### src/rtl/rf_pkg.sv
// rf_pkg: shared state encoding and default sizes for the parameterised register file
package rf_pkg;
  typedef enum logic {RF_IDLE, RF_CLEAR} rf_state_e;
  localparam int RF_DATA_W = 16;
  localparam int RF_ADDR_W = 3;
  localparam logic [RF_DATA_W-1:0] RF_ZERO = '0;
endpackage

### src/rtl/rf_clear_seq.sv
// rf_clear_seq: walks a pointer over every register, issuing one zero-write per cycle
module rf_clear_seq import rf_pkg::*; #(
  parameter int ADDR_W = RF_ADDR_W
) (
  input  logic              CLK,
  input  logic              RST_N,
  input  logic              start,
  output logic              busy,
  output logic              clr_we,
  output logic [ADDR_W-1:0] clr_addr
);
  rf_state_e         state_q, state_d;
  logic [ADDR_W-1:0] ptr_q, ptr_d;
  logic              busy_q, busy_d;
  always_comb begin
    state_d = state_q;
    ptr_d   = ptr_q;
    busy_d  = busy_q;
    if (state_q == RF_IDLE) begin
      state_d = start ? RF_CLEAR : RF_IDLE;
      ptr_d   = start ? '0 : ptr_q;
      busy_d  = start;
    end else begin
      ptr_d   = ptr_q + 1'b1;
      state_d = &ptr_q ? RF_IDLE : RF_CLEAR;
      busy_d  = ~&ptr_q;
    end
  end
  always_ff @(posedge CLK or negedge RST_N) begin
    if (!RST_N) begin
      state_q <= RF_IDLE;
      ptr_q   <= '0;
      busy_q  <= 1'b0;
    end else begin
      state_q <= state_d;
      ptr_q   <= ptr_d;
      busy_q  <= busy_d;
    end
  end
  assign busy     = busy_q;
  assign clr_we   = (state_q == RF_CLEAR);
  assign clr_addr = ptr_q;
endmodule

### src/rtl/param_register_file.sv
// param_register_file: 2R1W register file with optional bypass, hardwired zero reg and clear sequencer
module param_register_file import rf_pkg::*; #(
  parameter int DATA_W   = RF_DATA_W,
  parameter int ADDR_W   = RF_ADDR_W,
  parameter int BYPASS   = 1,
  parameter int ZERO_REG = 0
) (
  input  logic              CLK,
  input  logic              RST_N,
  input  logic [ADDR_W-1:0] input_reg_readA_address,
  input  logic [ADDR_W-1:0] input_reg_readB_address,
  input  logic              input_reg_write,
  input  logic [ADDR_W-1:0] input_reg_write_address,
  input  logic [DATA_W-1:0] input_reg_write_value,
  input  logic              input_clear_start,
  output logic [DATA_W-1:0] output_reg_A,
  output logic [DATA_W-1:0] output_reg_B,
  output logic              output_busy
);
  localparam int DEPTH = 2**ADDR_W;
  logic              clr_we;
  logic [ADDR_W-1:0] clr_addr;
  logic              we;
  logic [ADDR_W-1:0] wa;
  logic [DATA_W-1:0] wd;
  logic [DATA_W-1:0] mem_q [DEPTH];
  logic [DATA_W-1:0] mem_d [DEPTH];
  logic [DATA_W-1:0] a_q, a_d, b_q, b_d;
  rf_clear_seq #(.ADDR_W(ADDR_W)) u_seq (
    .CLK      (CLK),
    .RST_N    (RST_N),
    .start    (input_clear_start),
    .busy     (output_busy),
    .clr_we   (clr_we),
    .clr_addr (clr_addr)
  );
  // Masking the write at address 0 here also keeps it out of the bypass path
  always_comb begin
    wa    = clr_we ? clr_addr : input_reg_write_address;
    wd    = clr_we ? DATA_W'(RF_ZERO) : input_reg_write_value;
    we    = (clr_we | input_reg_write) & ~((ZERO_REG != 0) && wa == '0);
    mem_d = mem_q;
    if (we) mem_d[wa] = wd;
    a_d = ((BYPASS != 0) && we && wa == input_reg_readA_address) ? wd : mem_q[input_reg_readA_address];
    b_d = ((BYPASS != 0) && we && wa == input_reg_readB_address) ? wd : mem_q[input_reg_readB_address];
  end
  always_ff @(posedge CLK or negedge RST_N) begin
    if (!RST_N) begin
      for (int i = 0; i < DEPTH; i++) mem_q[i] <= '0;
      a_q <= '0;
      b_q <= '0;
    end else begin
      mem_q <= mem_d;
      a_q   <= a_d;
      b_q   <= b_d;
    end
  end
  assign output_reg_A = a_q;
  assign output_reg_B = b_q;
endmodule

### config.mk
export PLATFORM = sky130hd
export DESIGN_NAME = param_register_file
export DESIGN_NICKNAME = d
export VERILOG_FILES = /design/src/rtl/rf_pkg.sv /design/src/rtl/rf_clear_seq.sv /design/src/rtl/param_register_file.sv
export SDC_FILE = /design/constraint.sdc
export NUM_CORES = 1
export LEC_CHECK = 0
export BUFFER_PORTS_ARGS = -buffer_cell sky130_fd_sc_hd__buf_2
export CAP_MARGIN = 5
export CORE_MARGIN = 8
export CORE_UTILIZATION = 25
export CTS_CLUSTER_DIAMETER = 60
export DETAILED_ROUTE_END_ITERATION = 12
export MAX_ROUTING_LAYER = met4
export SYNTH_ARGS = -nofsm -noshare
export SYNTH_HDL_FRONTEND = slang
export SYNTH_HIERARCHICAL = 1
export SYNTH_SLANG_ARGS = --single-unit
### constraint.sdc
create_clock -name CLK -period 3.1 [get_ports CLK]
set_input_delay 0 -clock CLK [delete_from_list [all_inputs] [get_ports CLK]]
set_output_delay 0 -clock CLK [all_outputs]
set_load 0.03 [all_outputs]
* After elaboration in Yosys (flattened, before gate mapping)
Cells that the tools add are included.
Storage, ports and cells: word-level logic and storage cells 49, input port bits 29, flip-flop bits (word level) 165, output and inout port bits 33
Cells by class: bitwise gates (word level) 4, $add $sub $neg 1, equal/unequal tests 2, multiplexer cells 19, reductions and logical operators 6, $lt $le $gt $ge 4
Operator list (count):
- bitwise mux 128 bit | 1
- 2-to-1 mux 16 bit | 8
- binary-select mux 16 bit (select 3 bit) | 2
- demux 16 bit (select 3 bit) | 1
- greater-or-equal comparator 4 bit (second input constant) | 3
- inverter 3 -> 4 bit | 3
- 2-to-1 mux 3 bit | 3
- equality test 3 bit | 2
- < comparator 4 x 1 -> 1 bit (second input constant) | 1
- 2-to-1 mux 1 bit | 4
- adder 3 x 1 -> 3 bit (second input constant) | 1
- logical AND 1 bit | 3
- AND reduction 3 bit | 1
- nonzero test 2 bit | 1
- logical NOT 1 bit | 1
- OR 1 bit | 1

* Longest topological paths before layout
Gate-level depths: netlist of run 1.
word-level depth 7, mapped depth 7, depth with buffers taken out 4

* Cells and area by module
Netlist of run 1, hierarchy kept.
Modules (own cells, without submodules):
- param_register_file | seq. area each 4003.8 µm², cells an instance 638, area each 7764.9 µm², instances 1
- rf_clear_seq | seq. area each 100.1 µm², cells an instance 12, area each 178.9 µm², instances 1

* Worst setup path after synthesis of run 1
OpenSTA, ideal clock, no wires.
path kind reg-to-reg, start reg, netlist name u_seq/busy, end reg a_q[10] (netlist: output_reg_A[10]), setup slack 772 ps, clock period less this slack 2328 ps, data required time 3019 ps, buffers on the path 3, library setup time 81 ps, stages on the path, launching flop included 8, arrival 2247 ps, cells stage by stage dfrtp_1 buf_4 buf_6 and3b_1 nor2_1 a2111oi_4 buf_6 mux2i_1
RTL lines:
- to (signal assigned) | RTL line param_register_file.sv:50 | a_q <= '0;
- to (signal assigned) | RTL line param_register_file.sv:54 | a_q <= a_d;
- to (decl) | RTL line param_register_file.sv:28 | logic [DATA_W-1:0] a_q, a_d, b_q, b_d;

==> impl_metrics.env, run 1 <==
export IMPL_outcome="completed"
export IMPL_clock_sinks=164
export IMPL_clock_skew_ps=9.537
export IMPL_first_pass_iters=5
export IMPL_setup_viol=0
export IMPL_synth_mux_area_share_pct=27.26
export IMPL_drt_wirelength_per_cell_um=18.44
export IMPL_yosys_top_cells_area="dfrtp_1 (52%), mux4_2 (18%), mux2i_1 (8.2%), o21ai_0 (8.1%), nand2_1 (6.8%)"
export IMPL_syn_num_nets=681
export IMPL_gp_congestion=0.7509
export IMPL_routed_via_density=4.751
export IMPL_dr_total_vias=5335
export IMPL_htreeDepth=4
export IMPL_die_x_um=194.3
export IMPL_avgSynthCellArea_um2=12.22
export IMPL_netlist_area_leader_share_pct=51.66
export IMPL_root_buffer="clkbuf_16"
export IMPL_slew_headroom_pct=42.58
export IMPL_yosysSeqAreaShare_pct=51.66
export IMPL_cap_viol_max_count=0
export IMPL_setup_ws_ps=650.7
export IMPL_finalHoldViolCount=0
export IMPL_peakVddDrop_v=0.0004040
export IMPL_synth_adder_area_share_pct=0.3150
export IMPL_synth_compound_area_share_pct=10.03
export IMPL_min_path_type="input port to flop"
export IMPL_gr_usage_all_layers_pct=11.66
export IMPL_cts_buffers=17
export IMPL_port_buffers=61
export IMPL_grt_pass1_vias=5742
export IMPL_cp_end_kind="flop"
export IMPL_syn_inst=650
export IMPL_synthToLayoutAreaGrowth_pct=17.47
export IMPL_antenna_found_initial=1
export IMPL_worstPathMaxFanout=17
export IMPL_final_nets=738
export IMPL_clock_latency_ps=420
export IMPL_grt_max_degree=76
export IMPL_clk_pin_slew_worst_paths_ps=70
export IMPL_ys_seq_elements=164
export IMPL_grt_overflow=0
export IMPL_synth_top_cell_by_area="dfrtp_1"
export IMPL_initial_utilization_pct=25.30
export IMPL_grt_pass1_wl_um=33440
export IMPL_core_rowCount=65
export IMPL_io_pin_count=62
export IMPL_post_route_min_period_ps=2449
export IMPL_drcViolationCount=0
export IMPL_tritoncts="done"
export IMPL_fin_crit_sh_pct=79.01
export IMPL_finalSetupTns_ps=0
export IMPL_synthSimpleGateAreaFrac_pct=7.592
export IMPL_slowest_delay_ps=770
export IMPL_ctsLongestPathBuffers=2
export IMPL_slew_viol_final=0
export IMPL_routed_wl_um=20710
export IMPL_yosysWarnings=6
export IMPL_die_area_um2=37740
export IMPL_tightest_slew_ps=857.6
export IMPL_path_cells="mux2i_2, o22ai_1, a211oi_4, buf_4, mux2i_1"
export IMPL_final_common_cell="dfrtp_1"
export IMPL_cts_repair_resized=0
export IMPL_p_per_area_nw_per_um2=1004
export IMPL_post_route_util_pct=29.73
export IMPL_p_leak_nw=4.046
export IMPL_worstPathArrival_ps=2770
export IMPL_drive_gt1_share_pct=26.53
export IMPL_dr_first_iter_drc_count=396
export IMPL_rsz0062_at_grt="no"
export IMPL_syn_area_um2=7944
export IMPL_synthXorXnorAreaFrac_pct=0.3308
export IMPL_synth_top_family_by_area="multiplexers"
export IMPL_fmax_mhz=408.3
export IMPL_start_kind="flop"
export IMPL_place_ws_ps=646.5
export IMPL_postRouteAntennaNets=0
export IMPL_slowest_stage="dfrtp_1"
export IMPL_ys_types=35
export IMPL_core_area_um2=31390
export IMPL_path_class="flop to flop"
export IMPL_die_h_um=194.3
export IMPL_cp_required_ps=3420
export IMPL_final_cell_mix="dfrtp_1 (164), nand2_1 (144), o21ai_0 (128)"
export IMPL_hpwl_um=13510
-- state kept, by name (all words and copies together) (netlist names) --
register,cells
output_reg_A,16
u_seq/busy,1
output_reg_B,16
mem_q,128
u_seq/clr_addr,3
-- per-stage QoR --
stage	power (W)	area, µm²	hold WS (ps)	std cells
final	0.009372	9331	84.81	1123
after global routing	0.01001	9331	110.1	1123
after CTS	0.009468	9329	68.10	1122
after detailed placement	0.007465	8757	88.52	1088
after global placement	0.007330	8757	89.81	1088
after floorplan	0.006202	7944	-295.6	650
-- path summary, 6_finish.rpt --
check	cells past startpoint	slack (ps)	startpoint	endpoint
min reg2reg	2	490	mem_q[84]	mem_q[84]
max	5	650	u_seq/busy	output_reg_B[5]
min	3	80	input_reg_write_value[12]	output_reg_B[12]
max reg2reg	5	650	u_seq/busy	output_reg_B[5]
min in group asynchronous	2	180	RST_N	u_seq/busy
max in group asynchronous	4	1960	RST_N	mem_q[126]
-- Yosys cell counts (all sizes together) --
master   instances
a2111oi          1
a211oi           1
a21oi            1
a22o             2
and2             1
and2b            1
and3b            1
buf             12
clkbuf          36
clkinv           1
dfrtp          164
ha               2
inv              2
mux2             3
mux2i           67
mux4            64
nand2          144
nand2b           1
nor2             2
nor3             1
nor3b            1
o2111ai          1
o211ai           8
o21ai          128
o221ai           1
o22ai            1
xnor2            3
-- critical path, delay by kind of cell, from the launching register on --
| kind | cells | cell delay (ps) |
|---|---|---|
| DFF | 1 | 770 |
| muxes | 2 | 750 |
| AOI/OAI and AO/OA | 2 | 420 |
| buffers and inverters | 1 | 410 |
-- where the power goes --
| part | switching (W) | internal (W) | total (W) |
|---|---|---|---|
| logic | 0.00216 | 0.00148 | 0.00363 |
| clock network | 0.000910 | 0.00108 | 0.00199 |
| registers | 0.000672 | 0.00307 | 0.00374 |
-- layer usage --
metal  global-route usage [%]  part of all wire (%)  vias up  wire length [µm]
li1                         -                     -     2482                 -
met4                    5.460                   3.3        0               680
met2                    19.99                    52      110             10780
met3                    2.169                   3.2       37               655
met1                    13.04                    41     2706              8593
met5                        -                     0        -                 0
-- cell type report --
type / instances / area [µm²]
Clock buffer: 20 / 456.7
Sequential cell: 164 / 4104
Clock inverter: 12 / 95.09
Multi-Input combinational cell: 435 / 3617
Timing Repair Buffer: 86 / 541.8
Tap cell: 402 / 503.0
Fill cell: 3183 / 22060
Antenna cell: 1 / 2.502
Inverter: 3 / 11.26
-- cell families after synthesis --
kind of cell / after synthesis
AO/OA/AOI/OAI: 144
XOR/XNOR: 3
adder cells (fa/ha/maj): 2
buffers and inverters: 51
flip-flops: 164
multiplexers: 134
AND/OR/NAND/NOR: 152
-- timing repair --
action                                 in CTS  in global routing
hold buffers                                2                  0
setup buffers                               0                  0
endpoints found under the hold margin      77                  0
(Power assumes the default switching activity.)
==> inputs of run 2 (changes only) <==
clock period = 2 ns   (was 3.1 ns; I/O delays follow)
==> impl_metrics.env, run 2 (synthesis gave the netlist of run 1 again) <==
export IMPL_regMostFlops="mem_q"
export IMPL_p_int_w=0.009092
export IMPL_place_ws_ps=108.7
export IMPL_worstPathMaxFanout=8
export IMPL_largest_register_ffs=128
export IMPL_slew_viol_final=0
export IMPL_hpwl_um=13570
export IMPL_io_pin_count=62
export IMPL_path_class="flop to flop"
export IMPL_routed_via_density=4.724
export IMPL_post_route_min_period_ps=1928
export IMPL_grt_overflow=0
export IMPL_pwr_share_seq_pct=38.4
export IMPL_die_h_um=194.3
export IMPL_fmax_mhz=518.6
export IMPL_pwr_share_comb_pct=40.8
export IMPL_clock_skew_ps=8.017
export IMPL_worstPathArrival_ps=2270
export IMPL_root_buffer="clkbuf_16"
export IMPL_placed_cell_area_um2=8949
export IMPL_initial_utilization_pct=25.30
export IMPL_switchingPower_w=0.005852
export IMPL_gr_usage_all_layers_pct=11.50
export IMPL_drcViolationCount=0
export IMPL_antenna_found_initial=0
export IMPL_n_antenna_cell=0
export IMPL_slew_headroom_pct=62.03
export IMPL_outcome="completed"
export IMPL_htreeDepth=4
export IMPL_postRouteAntennaNets=0
export IMPL_die_area_um2=37740
export IMPL_clock_power_share_pct=20.9
export IMPL_cap_viol_max_count=0
export IMPL_whs_ps=79.91
export IMPL_grt_pass1_vias=5565
export IMPL_drt_wirelength_per_cell_um=18.33
export IMPL_port_buffers=61
export IMPL_drive_gt1_share_pct=28.57
export IMPL_clock_latency_ps=430
export IMPL_core_area_um2=31390
export IMPL_dr_first_iter_drc_count=368
export IMPL_first_pass_iters=5
export IMPL_fin_crit_sh_pct=96.41
export IMPL_tightest_slew_ps=569.5
export IMPL_setup_viol=0
export IMPL_synthToLayoutAreaGrowth_pct=20.90
export IMPL_grt_pass1_wl_um=32510
export IMPL_start_kind="flop"
export IMPL_clk_pin_slew_worst_paths_ps=70
export IMPL_final_cell_mix="dfrtp_1 (163), nand2_1 (144), o21ai_0 (128)"
export IMPL_finalPower_w=0.01494
export IMPL_p_per_area_nw_per_um2=1556
export IMPL_cts_buffers=17
export IMPL_grt_max_degree=56
export IMPL_p_leak_nw=4.171
export IMPL_switching_share_pct=39.16
export IMPL_core_rowCount=65
export IMPL_peakVddDrop_v=0.0006809
export IMPL_gp_congestion=0.7663
export IMPL_cp_end_kind="flop"
export IMPL_clock_sinks=164
export IMPL_die_x_um=194.3
export IMPL_final_nets=753
export IMPL_ctsLongestPathBuffers=2
export IMPL_setup_ws_ps=71.75
export IMPL_finalHoldViolCount=0
export IMPL_postLayoutCellArea_um2=9604
export IMPL_finalSetupTns_ps=0
export IMPL_tritoncts="done"
export IMPL_final_common_cell="dfrtp_1"
export IMPL_dr_total_vias=5371
export IMPL_routed_wl_um=20840
export IMPL_min_path_type="input port to flop"
export IMPL_cp_required_ps=2340
run 2: cell types whose count changed in the layout (fill, tap and decap cells not counted), moves of 2 or more:
| cell | delta |
|---|---|
| buf_12 | +10 |
| buf_4 | +3 |
| clkbuf_8 | -2 |
| clkinv_4 | +3 |
| inv_6 | -2 |
run 2: final timing paths:
kind | slack [ps] | endpoint | from | cells after the start
worst max-delay path | 70 | output_reg_A[13] | u_seq/busy | 7
worst min-delay path | 80 | output_reg_A[10] | input_reg_write_value[10] | 3
worst max register to register | 70 | output_reg_A[13] | u_seq/busy | 7
worst min register to register | 500 | mem_q[22] | mem_q[22] | 2
max in group asynchronous | 1190 | mem_q[53] | RST_N | 3
min in group asynchronous | 110 | u_seq/busy | RST_N | 2
run 2: timing repair:
item                                    4_1_cts  5_1_grt
buffers inserted                              0        7
resized for setup                             0        1
hold endpoints to repair                     97        0
hold buffers                                  2        0
endpoints found under the setup margin        0       15
run 2: power by group through the flow:
stage                     combinational (W)  clock (W)  sequential, W
after global placement              0.00587          0        0.00573
final                               0.00609    0.00312        0.00574
after CTS                           0.00599    0.00318        0.00577
after floorplan                     0.00357          0        0.00609
after detailed placement            0.00599          0        0.00581
after global routing                0.00665    0.00331        0.00593
run 2: layout make-up:
type / instances / area (µm²)
clock buffers: 18 / 429.2
clock inverters: 14 / 130.1
fillers: 3173 / 21790
inverters: 3 / 11.26
multi-input cells: 435 / 3631
flip-flops and latches: 164 / 4105
well taps: 402 / 503.0
repair buffers: 101 / 794.5
run 2: worst max-delay path, stage by stage (launching register included):
cell       delay (ps)
dfrtp_2           430
clkbuf_2          160
and3b_2           260
nor2_1             70
a2111oi_4         340
buf_4             200
clkbuf_16         180
mux2i_1           190
run 2: metrics by stage:
stage / util (%) / instances
floorplan: - / 650
global placement: 28.51 / 1095
detailed placement: 28.51 / 1095
CTS: 30.35 / 1129
global route: 30.59 / 1137
finish: 30.59 / 1137
run 2: per-layer routing:
metal,vias up,track usage (%),share of wire [%]
met5,-,-,0
met3,34,2.221,3.0
met2,86,19.65,52
met4,0,4.583,2.6
met1,2737,13.18,42
li1,2514,-,-
